`config.mk`:
```
export PLATFORM = sky130hd
export DESIGN_NAME = llr_init_sequencer_flat
export DESIGN_NICKNAME = d
export VERILOG_FILES = /design/src/rtl/llr_init_sequencer_pkg.sv /design/src/rtl/llr_init_sequencer_if.sv /design/src/rtl/llr_init_sequencer_out_stage.sv /design/src/rtl/llr_init_sequencer.sv /design/src/flat_wrapper.sv
export SDC_FILE = /design/constraint.sdc
export NUM_CORES = 1
export LEC_CHECK = 0
export ABC_AREA = 1
export CAP_MARGIN = 5
export CORE_MARGIN = 2
export CORE_UTILIZATION = 30
export DETAILED_ROUTE_END_ITERATION = 8
export PLACE_DENSITY = 0.63
export SYNTH_ARGS = -nofsm -noshare
export SYNTH_HDL_FRONTEND = slang
export SYNTH_SLANG_ARGS = --single-unit
```
`constraint.sdc`:
```
create_clock -name clk -period 3.24 [get_ports clk]
set_input_delay 0.324 -clock clk [delete_from_list [all_inputs] [get_ports clk]]
set_output_delay 0.324 -clock clk [all_outputs]
set_load 0.01 [all_outputs]
```
`src/rtl/llr_init_sequencer_pkg.sv`:
```
// Shared constants and types for the channel-LLR initialisation sequencer.
package llr_init_sequencer_pkg;

    // LLR word format: Q5.10 two's complement, sign bit equals the hard decision.
    localparam int LLR_W       = 15;
    localparam int Q_INT_BITS  = 5;
    localparam int Q_FRAC_BITS = 10;

    // QBER selector: codes 0..10 map to QBER 0.01..0.11.
    localparam int              QBER_W       = 4;
    localparam logic [QBER_W-1:0] QBER_SEL_MAX = 4'd10;

    typedef enum logic {
        ST_IDLE = 1'b0,
        ST_RUN  = 1'b1
    } seq_state_e;

    function automatic logic qber_sel_valid(input logic [QBER_W-1:0] sel);
        return sel <= QBER_SEL_MAX;
    endfunction

endpackage

```
`src/rtl/llr_init_sequencer_if.sv`:
```
// Bus bundle between the sequencer and its surroundings: control handshake,
// key RAM read port, external L(Pi) LUT and LLR RAM write port.
interface llr_init_sequencer_if #(
    parameter int ADDR_W = 10,
    parameter int LLR_W  = 15
);
    logic              start;
    logic [3:0]        qber_sel_in;
    logic              busy;
    logic              done;
    logic              err_qber;
    logic              key_rd_en;
    logic [ADDR_W-1:0] key_rd_addr;
    logic              key_rd_data;
    logic              lut_xi;
    logic [3:0]        lut_qber_sel;
    logic [LLR_W-1:0]  lut_llr;
    logic              llr_wr_en;
    logic [ADDR_W-1:0] llr_wr_addr;
    logic [LLR_W-1:0]  llr_wr_data;
    logic              llr_wr_hard;
    logic              llr_wr_ready;

    // Sequencer side.
    modport slave (
        input  start, qber_sel_in, key_rd_data, lut_llr, llr_wr_ready,
        output busy, done, err_qber, key_rd_en, key_rd_addr, lut_xi, lut_qber_sel,
               llr_wr_en, llr_wr_addr, llr_wr_data, llr_wr_hard
    );

    // Environment side (controller, RAMs, LUT).
    modport master (
        output start, qber_sel_in, key_rd_data, lut_llr, llr_wr_ready,
        input  busy, done, err_qber, key_rd_en, key_rd_addr, lut_xi, lut_qber_sel,
               llr_wr_en, llr_wr_addr, llr_wr_data, llr_wr_hard
    );
endinterface

```
`src/rtl/llr_init_sequencer_out_stage.sv`:
```
// Return path: a 1-entry skid for raw key bits plus the LLR output register.
// The skid only ever holds a raw bit; it is translated through the shared LUT
// port when it drains, so the LUT always sees the oldest pending bit.
module llr_out_stage #(
    parameter int LLR_W = 15
) (
    input  logic             clk,
    input  logic             rst_n,
    input  logic             in_v_i,      // key_rd_data valid this cycle
    input  logic             in_xi_i,     // key_rd_data
    output logic             lut_xi_o,
    input  logic [LLR_W-1:0] lut_llr_i,
    output logic             out_v_o,
    output logic [LLR_W-1:0] out_data_o,
    output logic             out_hard_o,
    input  logic             ready_i,
    output logic             xfer_o,
    output logic [1:0]       occ_o        // entries held after this cycle's transfer
);
    logic             skid_v_q, skid_xi_q;
    logic             out_v_q, out_hard_q;
    logic [LLR_W-1:0] out_data_q;
    logic             out_free;

    assign xfer_o     = out_v_q & ready_i;
    assign out_free   = ~out_v_q | ready_i;
    // Gate the raw bit with its valid so lut_xi rests at 0 between returns.
    assign lut_xi_o   = skid_v_q ? skid_xi_q : (in_v_i & in_xi_i);
    assign occ_o      = {1'b0, skid_v_q} + {1'b0, out_v_q} - {1'b0, xfer_o};
    assign out_v_o    = out_v_q;
    assign out_data_o = out_data_q;
    assign out_hard_o = out_hard_q;

    // Skid drains first; a bit arriving into a blocked output register parks in the skid.
    always_ff @(posedge clk or negedge rst_n) begin
        if (!rst_n) begin
            skid_v_q   <= 1'b0;
            skid_xi_q  <= 1'b0;
            out_v_q    <= 1'b0;
            out_hard_q <= 1'b0;
            out_data_q <= '0;
        end else if (out_free) begin
            if (skid_v_q | in_v_i) begin
                out_v_q    <= 1'b1;
                out_data_q <= lut_llr_i;
                out_hard_q <= lut_xi_o;
            end else begin
                out_v_q    <= 1'b0;
            end
            // The incoming bit lands in the skid only if the skid was the one draining.
            skid_v_q  <= skid_v_q & in_v_i;
            skid_xi_q <= in_xi_i;
        end else if (in_v_i) begin
            skid_v_q  <= 1'b1;
            skid_xi_q <= in_xi_i;
        end
    end

endmodule

```
`src/rtl/llr_init_sequencer.sv`:
```
// Channel-LLR initialisation sequencer: reads N key bits, looks each one up
// in the external L(Pi) LUT and writes the Q5.10 LLR plus hard decision.
module llr_init_sequencer #(
    parameter int N      = 1024,
    parameter int ADDR_W = $clog2(N),
    parameter int LLR_W  = 15
) (
    input  logic                  clk,
    input  logic                  rst_n,
    llr_init_sequencer_if.slave   bus
);
    import llr_init_sequencer_pkg::*;

    localparam logic [ADDR_W:0]   N_CNT   = (ADDR_W+1)'(N);
    localparam logic [ADDR_W-1:0] LAST_WR = ADDR_W'(N-1);

    seq_state_e        state_q;
    logic [ADDR_W:0]   rd_cnt_q;
    logic [ADDR_W-1:0] wr_cnt_q;
    logic [3:0]        qber_q;
    logic              busy_q, done_q, err_q, inflight_q;

    logic              rd_issue, xfer;
    logic [1:0]        stage_occ;
    logic [2:0]        occ;

    // At most two bits committed (in flight, parked or presented) keeps the
    // skid from overflowing while still sustaining one LLR per cycle.
    assign occ      = {2'b0, inflight_q} + {1'b0, stage_occ};
    assign rd_issue = (state_q == ST_RUN) && (rd_cnt_q < N_CNT) && (occ < 3'd2);

    assign bus.key_rd_en    = rd_issue;
    assign bus.key_rd_addr  = rd_cnt_q[ADDR_W-1:0];
    assign bus.lut_qber_sel = qber_q;
    assign bus.llr_wr_addr  = wr_cnt_q;
    assign bus.busy         = busy_q;
    assign bus.done         = done_q;
    assign bus.err_qber     = err_q;

    llr_out_stage #(.LLR_W(LLR_W)) u_out (
        .clk        (clk),
        .rst_n      (rst_n),
        .in_v_i     (inflight_q),
        .in_xi_i    (bus.key_rd_data),
        .lut_xi_o   (bus.lut_xi),
        .lut_llr_i  (bus.lut_llr),
        .out_v_o    (bus.llr_wr_en),
        .out_data_o (bus.llr_wr_data),
        .out_hard_o (bus.llr_wr_hard),
        .ready_i    (bus.llr_wr_ready),
        .xfer_o     (xfer),
        .occ_o      (stage_occ)
    );

    // Run control: start/error handling, read/write counters and completion.
    always_ff @(posedge clk or negedge rst_n) begin
        if (!rst_n) begin
            state_q    <= ST_IDLE;
            rd_cnt_q   <= '0;
            wr_cnt_q   <= '0;
            qber_q     <= '0;
            busy_q     <= 1'b0;
            done_q     <= 1'b0;
            err_q      <= 1'b0;
            inflight_q <= 1'b0;
        end else begin
            done_q     <= 1'b0;
            err_q      <= 1'b0;
            inflight_q <= rd_issue;
            case (state_q)
                ST_IDLE: begin
                    if (bus.start) begin
                        if (qber_sel_valid(bus.qber_sel_in)) begin
                            state_q  <= ST_RUN;
                            busy_q   <= 1'b1;
                            qber_q   <= bus.qber_sel_in;
                            rd_cnt_q <= '0;
                            wr_cnt_q <= '0;
                        end else begin
                            err_q    <= 1'b1;
                        end
                    end
                end
                ST_RUN: begin
                    if (rd_issue)
                        rd_cnt_q <= rd_cnt_q + (ADDR_W+1)'(1);
                    if (xfer) begin
                        wr_cnt_q <= wr_cnt_q + ADDR_W'(1);
                        if (wr_cnt_q == LAST_WR) begin
                            state_q <= ST_IDLE;
                            busy_q  <= 1'b0;
                            done_q  <= 1'b1;
                        end
                    end
                end
                default: state_q <= ST_IDLE;
            endcase
        end
    end

endmodule

```
`src/flat_wrapper.sv`:
```
// flat-port wrapper written by rule: the top's interface ports become plain ports
module llr_init_sequencer_flat import llr_init_sequencer_pkg::*;
#(
    parameter int N      = 1024,
    parameter int ADDR_W = $clog2(N),
    parameter int LLR_W  = 15
)
  (clk, rst_n, bus_start, bus_qber_sel_in, bus_key_rd_data, bus_lut_llr, bus_llr_wr_ready, bus_busy, bus_done, bus_err_qber, bus_key_rd_en, bus_key_rd_addr, bus_lut_xi, bus_lut_qber_sel, bus_llr_wr_en, bus_llr_wr_addr, bus_llr_wr_data, bus_llr_wr_hard);
  llr_init_sequencer_if #(.ADDR_W(ADDR_W), .LLR_W(LLR_W)) bus_i ();
  input  logic clk;
  input  logic rst_n;
  input wire logic [$bits(bus_i.start)-1:0] bus_start;
  input wire logic [$bits(bus_i.qber_sel_in)-1:0] bus_qber_sel_in;
  input wire logic [$bits(bus_i.key_rd_data)-1:0] bus_key_rd_data;
  input wire logic [$bits(bus_i.lut_llr)-1:0] bus_lut_llr;
  input wire logic [$bits(bus_i.llr_wr_ready)-1:0] bus_llr_wr_ready;
  output wire logic [$bits(bus_i.busy)-1:0] bus_busy;
  output wire logic [$bits(bus_i.done)-1:0] bus_done;
  output wire logic [$bits(bus_i.err_qber)-1:0] bus_err_qber;
  output wire logic [$bits(bus_i.key_rd_en)-1:0] bus_key_rd_en;
  output wire logic [$bits(bus_i.key_rd_addr)-1:0] bus_key_rd_addr;
  output wire logic [$bits(bus_i.lut_xi)-1:0] bus_lut_xi;
  output wire logic [$bits(bus_i.lut_qber_sel)-1:0] bus_lut_qber_sel;
  output wire logic [$bits(bus_i.llr_wr_en)-1:0] bus_llr_wr_en;
  output wire logic [$bits(bus_i.llr_wr_addr)-1:0] bus_llr_wr_addr;
  output wire logic [$bits(bus_i.llr_wr_data)-1:0] bus_llr_wr_data;
  output wire logic [$bits(bus_i.llr_wr_hard)-1:0] bus_llr_wr_hard;
  assign bus_i.start = bus_start;
  assign bus_i.qber_sel_in = bus_qber_sel_in;
  assign bus_i.key_rd_data = bus_key_rd_data;
  assign bus_i.lut_llr = bus_lut_llr;
  assign bus_i.llr_wr_ready = bus_llr_wr_ready;
  assign bus_busy = bus_i.busy;
  assign bus_done = bus_i.done;
  assign bus_err_qber = bus_i.err_qber;
  assign bus_key_rd_en = bus_i.key_rd_en;
  assign bus_key_rd_addr = bus_i.key_rd_addr;
  assign bus_lut_xi = bus_i.lut_xi;
  assign bus_lut_qber_sel = bus_i.lut_qber_sel;
  assign bus_llr_wr_en = bus_i.llr_wr_en;
  assign bus_llr_wr_addr = bus_i.llr_wr_addr;
  assign bus_llr_wr_data = bus_i.llr_wr_data;
  assign bus_llr_wr_hard = bus_i.llr_wr_hard;
  llr_init_sequencer #(.N(N), .ADDR_W(ADDR_W), .LLR_W(LLR_W)) u_core (.clk(clk), .rst_n(rst_n), .bus(bus_i));
endmodule
```
==> summary.md, run 1 <==
| Metric | Value |
|---|---|
| Synth-to-layout area growth | 33.0% |
| Critical path arrival | 2.43 ns |
| Total die area | a little over 0.009 mm² |
| Row count | 33 |
| Clk sink count | 49 |
| Number of I/O pins | 70 |
| Dominant cell type by area after synthesis | dfrtp_1 |
| 1st-pass router iterations | 4 |
| Commonest non-fill, non-tap cell in the layout | nand2_1 |
| Fin crit period | between 2 and 3 ns |
| Total power draw | 2.84 mW |
| Syn nets | 351 |
| Clock Path Buffers | 2 |
| Initial Utilization | 0.307 |
| Nets@finish | 412 |
| Vias in the first global route | 2108 |
| Req. time, crit path | 2.92 ns |
| DIE WIDTH | 95.5 µm |
| Sequential fraction of the synthesis area | 0.489 |
| # hold bufs at CTS | 0 |
| Setup crit end kind | output port |
| RSZ-0062 raised after global routing | no |
| Pwr Density | roughly 850 mW/mm² |
| Post-CTS setup buffer count | 0 |
| Final hold violation count | 0 |
| Setup TNS | 0 ns |
| Resized cells post-CTS | 0 |
| Critical path class | input port to output port |
| CTS tree | built |
| Synth Instances | approximately 320 |
| Vert. Die Dim | 95.5 µm |
| FF+latch count, synth | 49 |
| Iter 0 DRT Violations | 83 |
| Slew Limit Headroom | 0.484 |
| Synth top area share | 0.489 |
| Synth Area per Inst | 7.77 µm² |
| Most frequent cells in the layout | nand2_1 (127), clkdlybuf4s50_1 (68), dfrtp_1 (49) |
| Antenna violations before repair | 0 |
| Crit Path Max Fanout | 3 |
| Startpoint types | input port |
| Synth area leaders | dfrtp_1 (49%), nand2_1 (19%), inv_1 (4.8%), nand3_1 (4.2%), buf_4 (3.3%) |
| Least-Margin Pin Slew | 0.774 ns |
| WL/cell | roughly 11 µm |
| Clock Latency Late Sink | roughly 0.3 ns |
| First-pass GRT wire length | 9.71 mm |
| Final setup viols | 0 |
| Largest net degree at the start of global routing | 35 |
| Max-Cap Viols | 0 |
| H-tree levels | 2 |
| IR drop worst, VDD | approximately 0.35 mV |
| Routed WL | 5.62 mm |
| # DRC | 0 |
| HP Class | input port to async pin |
| Ant. Diodes | 0 |
| Yosys warnings | 0 |
| Post-synthesis cell type count | 26 |
| Routed vias | 2165 |
| F_max | 363 MHz |
| Drt via density | 4.42 |
| Post-route antenna net violation count | 0 |
| GRT Resource Usage Total | 0.134 |
| Syn Std Cell Area | about 0.0025 mm² |
| Root buf cell | clkbuf_8 |
| Final period utilization | 0.851 |
| Worst-path clk slew | 0.09 ns |
| RD Place Congestion | 0.778 |
| Final hold slack | around 0.087 ns |
| Dpl hpwl | 4.18 mm |
| Share of cells above drive strength 1 | 0.0805 |
| CTS buffer count | 5 |
| P_leak | 1.56 nW |
| Core area | 0.00818 mm² |
| Port Buf Inserts | 69 |
| GRT overflow | 0 |
| Status | finished clean |
| Final Max Tran Viols | 0 |
| Final Skew | 0.00630 ns |
critical path, stage by stage:
cell and delay, ns:
clkdlybuf4s50_1 0.44, nand2_1 0.12, inv_1 0.07, ha_1 0.27, inv_1 0.04, ha_1 0.27, nand2_1 0.06, inv_1 0.05
nor2_2 0.08, nand2_2 0.07, inv_1 0.10, clkdlybuf4s50_1 0.54
metrics by stage:
| step | utilization | cell area (µm²) | instances | setup slack [ns] |
|---|---|---|---|---|
| 5_1_grt | 0.408 | 3340 | 490 | 0.318 |
| 2_1_floorplan | - | 2510 | 323 | 1.38 |
| 4_1_cts | 0.408 | 3340 | 490 | 0.458 |
| 6_report | 0.408 | 3340 | 490 | 0.482 |
| 3_3_place_gp | 0.394 | 3220 | 482 | 0.526 |
| 3_5_place_dp | 0.394 | 3220 | 482 | 0.459 |
layout make-up:
type / instances / area (µm²)
clock buffers: 6 / 82.6
clock inverters: 2 / 37.5
fillers: 836 / 4840
inverters: 34 / 128
multi-input cells: 223 / 1030
flip-flops and latches: 49 / 1230
well taps: 105 / 131
repair buffers: 71 / 701
kinds of logic (layout without fill, tap and decap cells):
group	after synthesis	after routing	synth area share
adders and majority gates	4	4	0.0199
AOI/OAI and AO/OA	28	28	0.0653
and+or+nand+nor	191	191	0.326
DFF	49	49	0.489
buffers and inverters	51	113	0.100
path summary, 6_finish.rpt:
path                                            startpoint  slack [ns]                    endpoint  depth (start not counted)
worst max-delay path                      bus_llr_wr_ready        0.48               bus_key_rd_en                         12
worst max register to register        u_core.u_out.out_v_o        1.27          u_core.rd_cnt_q[2]                         14
min in group clk                u_core.u_out.out_data_o[1]        0.48  u_core.u_out.out_data_o[1]                          2
worst min-delay path                                 rst_n        0.09   u_core.bus.llr_wr_addr[0]                          1
worst min register to register  u_core.u_out.out_data_o[1]        0.48  u_core.u_out.out_data_o[1]                          2
max in group asynchronous                            rst_n        2.43  u_core.u_out.out_data_o[5]                          2
cell usage after synthesis:
library cell,number
ha_1,4
o21ai_1,4
nand3_1,21
clkbuf_1,1
or2_2,2
o21bai_1,2
inv_1,32
nand4_1,4
buf_4,11
inv_2,2
a21oi_1,2
buf_2,3
nor2_1,20
o21ai_0,15
nand3b_1,1
nor2_2,3
o21ai_2,4
dfrtp_1,49
nand2_4,1
nor3b_1,1
nor2_4,3
a21oi_2,1
buf_6,2
nor3_1,4
nand2_2,4
nand2_1,127
registers in the layout, summed over array words and instances, names as in the netlist, 4 cells and up:
signal and count:
u_core.u_out.out_data_o 15, u_core.rd_cnt_q 11, u_core.bus.llr_wr_addr 10, u_core.bus.lut_qber_sel 4
per-layer routing:
layer / share of wire / global-route usage / vias up
met5: 0 / 0 / -
met4: 0.0057 / 0.0345 / 0
met3: 0.061 / 0.0372 / 4
met2: 0.48 / 0.221 / 60
met1: 0.45 / 0.172 / 981
li1: - / - / 1120
power breakdown:
part | switching [mW] | internal, mW | total [mW]
combinational | 0.701 | 0.639 | 1.34
sequential | 0.194 | 0.843 | 1.04
clock | 0.213 | 0.251 | 0.464
total | 1.11 | 1.73 | 2.84
(Power assumes the default switching activity.)
==> run 2: changes to the inputs <==
CORE_UTILIZATION = 35   (was 30)
PLACE_DENSITY = 0.7   (was 0.63)
SLEW_MARGIN = 30   (was unset)
==> run 2 against run 1 <==
Utilization rose by 7.5 points. Sequential share of layout area up 0.18 points. Combinational power about the same. Setup slack got worse by 0.056 ns. Die area shrank 14%. Final cell count decreased by 2.0%. Power increased by 0.15%. Hold slack worse by 0.066 ns. Critical path type unchanged. Largest power group unchanged.
==> summary.md, run 2 (synthesis gave the netlist of run 1 again) <==
| Metric | Value |
|---|---|
| Comb pwr share | 0.475 (+0.003) |
| Port Buf Inserts | 69 (unchanged) |
| Fillers | 689 (-18%) |
| Most frequent cells in the layout | nand2_1 (127), clkdlybuf4s50_1 (68), dfrtp_1 (49) |
| Final Skew | 0.00916 ns (+0.00286 ns) |
| Sw Share | 0.391 (+0.000914) |
| Status | finished clean |
| Row count | 30 (-9.1%) |
| GRT overflow | 0 (unchanged) |
| Setup crit end kind | output port |
| Vias in the first global route | 2015 (-4.4%) |
| F_max | 355 MHz (-2.0%) |
| Crit Path Max Fanout | 3 (unchanged) |
| Final period utilization | 0.868 (+0.0173) |
| Clock Power Share | 0.162 (about the same) |
| Max incr delay on CP | 0.55 ns (about the same) |
| Iter 0 DRT Violations | 147 (+77%) |
| Final Max Tran Viols | 0 (unchanged) |
| Fin crit period | 2.81 ns (+0.0560 ns) |
| Number of I/O pins | 70 (unchanged) |
| Vert. Die Dim | 88.7 µm (-7.1%) |
| Nets@finish | 411 (-0.24%) |
| Least-Margin Pin Slew | 0.624 ns (-0.151 ns) |
| Total die area | 0.00786 mm² (-14%) |
| Commonest non-fill, non-tap cell in the layout | nand2_1 |
| Crit path top cell by count | inv_1 |
| Clock Latency Late Sink | 0.30 ns (about the same) |
| # DRC | 0 (unchanged) |
| Final core utilization | 0.484 (+0.0753) |
| Ant. Diodes | 0 (unchanged) |
| Post-route design area | 0.00332 mm² (-0.49%) |
| Placed inst area | 0.00320 mm² (-0.51%) |
| Sw Pwr | 1.11 mW (+0.38%) |
| Setup TNS | 0 ns (unchanged) |
| Routed WL | 5.53 mm (-1.5%) |
| Pwr Density | 856 mW/mm² (+0.64%) |
| HP Class | input port to async pin |
| Final setup viols | 0 (unchanged) |
| Routed vias | 2161 (-0.18%) |
| Initial Utilization | 0.365 (+0.0584) |
| Clock Path Buffers | 2 (unchanged) |
| Critical path, cell by cell | clkdlybuf4s50_1, nand2_1, inv_1, ha_1, inv_1, ha_1, nand2_1, inv_1, nor2_2, nand2_2, inv_1, clkdlybuf4s50_1 |
| Post-route antenna net violation count | 0 (unchanged) |
| CTS tree | built |
| Cells after DPL | 472 (-2.1%) |
| Share of cells above drive strength 1 | 0.0781 (-0.00239) |
| Core area | 0.00687 mm² (-16%) |
| P_leak | 1.55 nW (-0.25%) |
| IR drop worst, VDD | 0.460 mV (+33%) |
| DIE WIDTH | 88.7 µm (-7.1%) |
| Clk sink count | 49 (unchanged) |
| RD Place Congestion | 0.800 (+2.8%) |
| Worst-path clk slew | 0.09 ns (about the same) |
| 1st-pass router iterations | 4 (unchanged) |
| Slew Limit Headroom | 0.584 (+0.101) |
| Largest net degree at the start of global routing | 50 (+43%) |
| # hold bufs at CTS | 0 (unchanged) |
| CTS buffer count | 5 (unchanged) |
| RSZ-0062 raised after global routing | no |
| Post-CTS setup buffer count | 0 (unchanged) |
| Largest register FFs | 15 (unchanged) |
| Max-Cap Viols | 0 (unchanged) |
| Slowest cell on the critical path | clkdlybuf4s50_1 |
| Root buf cell | clkbuf_8 |
| Total power draw | 2.84 mW (+0.15%) |
| Final hold violation count | 0 (unchanged) |
| Startpoint types | input port |
| Drt via density | 4.50 (+1.9%) |
| Synth-to-layout area growth | 32.4% |
| Non-Filler Instances | 480 (-2.0%) |
| Req. time, crit path | 2.92 ns (about the same) |
| GRT Resource Usage Total | 0.153 (+0.0197) |
| First-pass GRT wire length | 9.44 mm (-2.8%) |
| Dpl hpwl | 4.10 mm (-1.9%) |
| H-tree levels | 2 (unchanged) |
| Antenna violations before repair | 0 (unchanged) |
| Pint | 1.73 mW (about the same) |
| Resized cells post-CTS | 0 (unchanged) |
| Critical path class | input port to output port |
| Sequential share of power | 0.364 (about the same) |
| WL/cell | 11.5 µm (+0.56%) |
| Critical path arrival | 2.49 ns (+0.06 ns) |
## run 2: layout make-up
| type | instances | area (µm²) | share of cell area |
|---|---|---|---|
| Clock buffer | 6 | 82.6 | 0.0249 |
| Timing Repair Buffer | 70 | 696 | 0.209 |
| Tap cell | 96 | 120 | 0.0362 |
| Sequential cell | 49 | 1230 | 0.369 |
| Clock inverter | 2 | 37.5 | 0.0113 |
| Multi-Input combinational cell | 223 | 1030 | 0.311 |
| Inverter | 34 | 128 | 0.0384 |
## run 2: final timing paths
kind	from	end	slack [ns]	cells after the start
worst max-delay path	bus_llr_wr_ready	bus_key_rd_en	0.43	12
worst min-delay path	rst_n	u_core.u_out.out_data_o[2]	0.02	1
worst max register to register	u_core.u_out.out_v_o	u_core.rd_cnt_q[2]	1.21	14
worst min register to register	u_core.u_out.out_data_o[5]	u_core.u_out.out_data_o[5]	0.48	2
max in group asynchronous	rst_n	u_core.bus.llr_wr_addr[7]	2.78	1
min in group clk	u_core.u_out.out_data_o[5]	u_core.u_out.out_data_o[5]	0.48	2
## run 2: layer usage
layer  share of wire  vias up  GRT usage
li1                -     1116          -
met1            0.45      988      0.209
met2            0.49       52      0.247
met3           0.045        5     0.0345
met4           0.013        0     0.0413
met5               0        -          0
## run 2: critical path: cells and delay by family
kind	cells	cell delay (ns)
buf+inv	6	1.27
simple gates	4	0.35
fa+ha+maj	2	0.54
## run 2: power by group through the flow
stage,Combinational (mW),Sequential [mW],Clock [mW]
detailed placement,1.37,1.04,0
finish,1.35,1.03,0.460
global route,1.53,1.07,0.501
global placement,1.34,1.04,0
CTS,1.38,1.04,0.471
floorplan,0.764,1.09,0
## run 2: through the flow
stage,hold WS [ns],setup slack (ns)
2_1_floorplan,0.0284,1.38
3_3_place_gp,0.454,0.534
3_5_place_dp,0.385,0.440
4_1_cts,0.0577,0.430
5_1_grt,0.0757,0.278
6_report,0.0208,0.426
==> run 3: changes to the inputs <==
PLACE_DENSITY = 0.63   (was 0.7)
SKIP_CTS_REPAIR_TIMING = 1   (was unset)
clock period = 3.4 ns   (was 3.24 ns; I/O delays follow)
==> run 3 against run 2 <==
The run now ends with hold timing left. Clock skew increased by 0.0021 ns. Utilization increased by 0.16 points. Count of clock-buffer cells in the layout decreased by 1. Sequential cell count unchanged. Global-route usage increased by 0.16 points. Combinational power decreased by 7%. Setup slack improved by 0.22 ns. Critical endpoint unchanged. Largest cell class unchanged.
==> summary.md, run 3 (synthesis gave the netlist of run 1 again) <==
| Metric | Value |
|---|---|
| Root buf cell | clkbuf_8 |
| Clock Path Buffers | 2 (unchanged) |
| Final hold slack | -0.0182 ns (-0.0390 ns) |
| Dpl hpwl | 4.08 mm (-0.33%) |
| Ant. Diodes | 0 (unchanged) |
| Initial Utilization | 0.365 (unchanged) |
| Core area | 0.00687 mm² (unchanged) |
| Antenna violations before repair | 0 (unchanged) |
| Synth-to-layout area growth | 32.8% |
| HP Class | input port to async pin |
| Top Metal Used | met4 |
| Critical path class | input port to output port |
| Vias in the first global route | 2056 (+2.0%) |
| CP delay by family, top | buffers and inverters |
| GRT overflow | 0 (unchanged) |
| Worst-path clk slew | 0.10 ns (about the same) |
| Max incr delay on CP | 0.55 ns (about the same) |
| Commonest non-fill, non-tap cell in the layout | nand2_1 |
| Largest register FFs | 15 (unchanged) |
| F_max | 363 MHz |
| Worst Slack Setup Final | 0.646 ns (+0.220 ns) |
| Req. time, crit path | 3.06 ns (+0.14 ns) |
| IR drop worst, VDD | 0.325 mV (-29%) |
| Fin crit period | 2.75 ns |
| Pre-CTS setup slack | 0.630 ns (+0.191 ns) |
| H-tree levels | 2 (unchanged) |
| Share of cells above drive strength 1 | 0.0781 (unchanged) |
| Largest net degree at the start of global routing | 28 (-44%) |
| DIE WIDTH | 88.7 µm (unchanged) |
| Critical path arrival | 2.41 ns (-0.08 ns) |
| Slowest cell on the critical path | clkdlybuf4s50_1 |
| Slew Limit Headroom | 0.574 (-0.00979) |
| Drt via density | 4.41 (-2.1%) |
| Met1 Wirelength | 2.57 mm (+2.3%) |
| Vert. Die Dim | 88.7 µm (unchanged) |
| Least-Margin Pin Slew | 0.638 ns (+0.0147 ns) |
| Fillers | 672 (-2.5%) |
| Critical path, cell by cell | clkdlybuf4s50_1, nand2_1, inv_1, ha_1, inv_1, ha_1, nand2_1, inv_1, nor2_2, nand2_2, inv_1, clkdlybuf4s50_1 |
| CTS tree | built |
| Max-Cap Viols | 0 (unchanged) |
| Violated checks | hold timing |
| 1st-pass router iterations | 4 (unchanged) |
| Final Max Tran Viols | 0 (unchanged) |
| RSZ-0062 raised after global routing | no |
| Iter 0 DRT Violations | 69 (-53%) |
| Non-Filler Instances | 480 (unchanged) |
| GRT Resource Usage Total | 0.155 (+0.00156) |
| Routed vias | 2116 (-2.1%) |
| Final setup viols | 0 (unchanged) |
| Row count | 30 (unchanged) |
| Routed wl met3 | 146 µm (-41%) |
| # DRC | 0 (unchanged) |
| First-pass GRT wire length | 9.43 mm (about the same) |
| WL/cell | 11.4 µm (-1.5%) |
| Clock Latency Late Sink | 0.31 ns (about the same) |
| P_leak | 1.56 nW (+0.66%) |
| RD Place Congestion | 0.771 (-3.6%) |
| Post-route antenna net violation count | 0 (unchanged) |
| Startpoint types | input port |
| Pwr Density | 827 mW/mm² (-3.5%) |
| Setup TNS | 0 ns (unchanged) |
| Nets@finish | 411 (unchanged) |
| Most frequent cells in the layout | nand2_1 (127), clkdlybuf4s50_1 (68), dfrtp_1 (49) |
| CP bufs+invs | 6 (unchanged) |
| Number of I/O pins | 70 (unchanged) |
| Total die area | 0.00786 mm² (unchanged) |
| CTS buffer count | 5 (unchanged) |
| Setup crit end kind | output port |
| Port Buf Inserts | 69 (unchanged) |
| Cells after DPL | 472 (unchanged) |
| Routed wl met2 | 2.64 mm (-2.2%) |
| Crit Path Max Fanout | 3 (unchanged) |
| Clk sink count | 49 (unchanged) |
| Status | finished with violations |
| Final hold violation count | 12 (+12) |
| Final Skew | 0.0113 ns (+0.00212 ns) |
| Crit path top cell by count | inv_1 |
| Routed WL | 5.45 mm (-1.5%) |
| Final period utilization | 0.810 |
[run 3: cell count changes in the layout (fill, tap and decap cells not counted), sizes merged]
| cell | previous run | this run |
|---|---|---|
| bufinv | 1 | 2 |
| clkbuf | 6 | 5 |
| clkinv | 0 | 1 |
| clkinvlp | 1 | 0 |
[run 3: final cells by class]
cell class / count / area, µm² / share of cell area
Sequential cell: 49 / 1230 / 0.368
Multi-Input combinational cell: 223 / 1030 / 0.310
Timing Repair Buffer: 70 / 693 / 0.208
Inverter: 34 / 128 / 0.0383
Tap cell: 96 / 120 / 0.0360
Clock buffer: 5 / 68.8 / 0.0206
Clock inverter: 3 / 65.1 / 0.0195
[run 3: path summary, 6_finish.rpt]
| kind | startpoint | to | slack, ns | depth (start not counted) |
|---|---|---|---|---|
| setup / recovery | bus_llr_wr_ready | bus_key_rd_en | 0.65 | 12 |
| hold / removal | rst_n | u_core.u_out.out_data_o[7] | -0.02 | 1 |
| setup reg to reg | u_core.u_out.out_v_o | u_core.rd_cnt_q[2] | 1.43 | 14 |
| hold reg to reg | u_core.u_out.out_data_o[7] | u_core.u_out.out_data_o[7] | 0.48 | 2 |
| max in group asynchronous | rst_n | u_core.bus.busy | 2.67 | 2 |
| min in group clk | u_core.u_out.out_data_o[7] | u_core.u_out.out_data_o[7] | 0.48 | 2 |
[run 3: metal layers]
metal	global-route usage	vias up
li1	-	1109
met2	0.252	29
met1	0.200	972
met5	0	-
met4	0.0620	0
met3	0.0336	6
[run 3: power breakdown]
part           switching, mW  internal (mW)  leakage, nW
logic                  0.656          0.606        0.870
clock network          0.203          0.292       0.0681
registers              0.194          0.803        0.625
[run 3: metrics by stage]
stage          power (mW)  hold WS, ns  utilization  instance area [µm²]
3_5_place_dp         2.29        0.351        0.466                 3200
3_3_place_gp         2.27        0.353        0.466                 3200
5_1_grt              2.99       0.0227        0.485                 3330
6_report             2.76      -0.0182        0.485                 3330
4_1_cts              2.79      0.00876        0.485                 3330
2_1_floorplan        1.77       0.0444            -                 2510
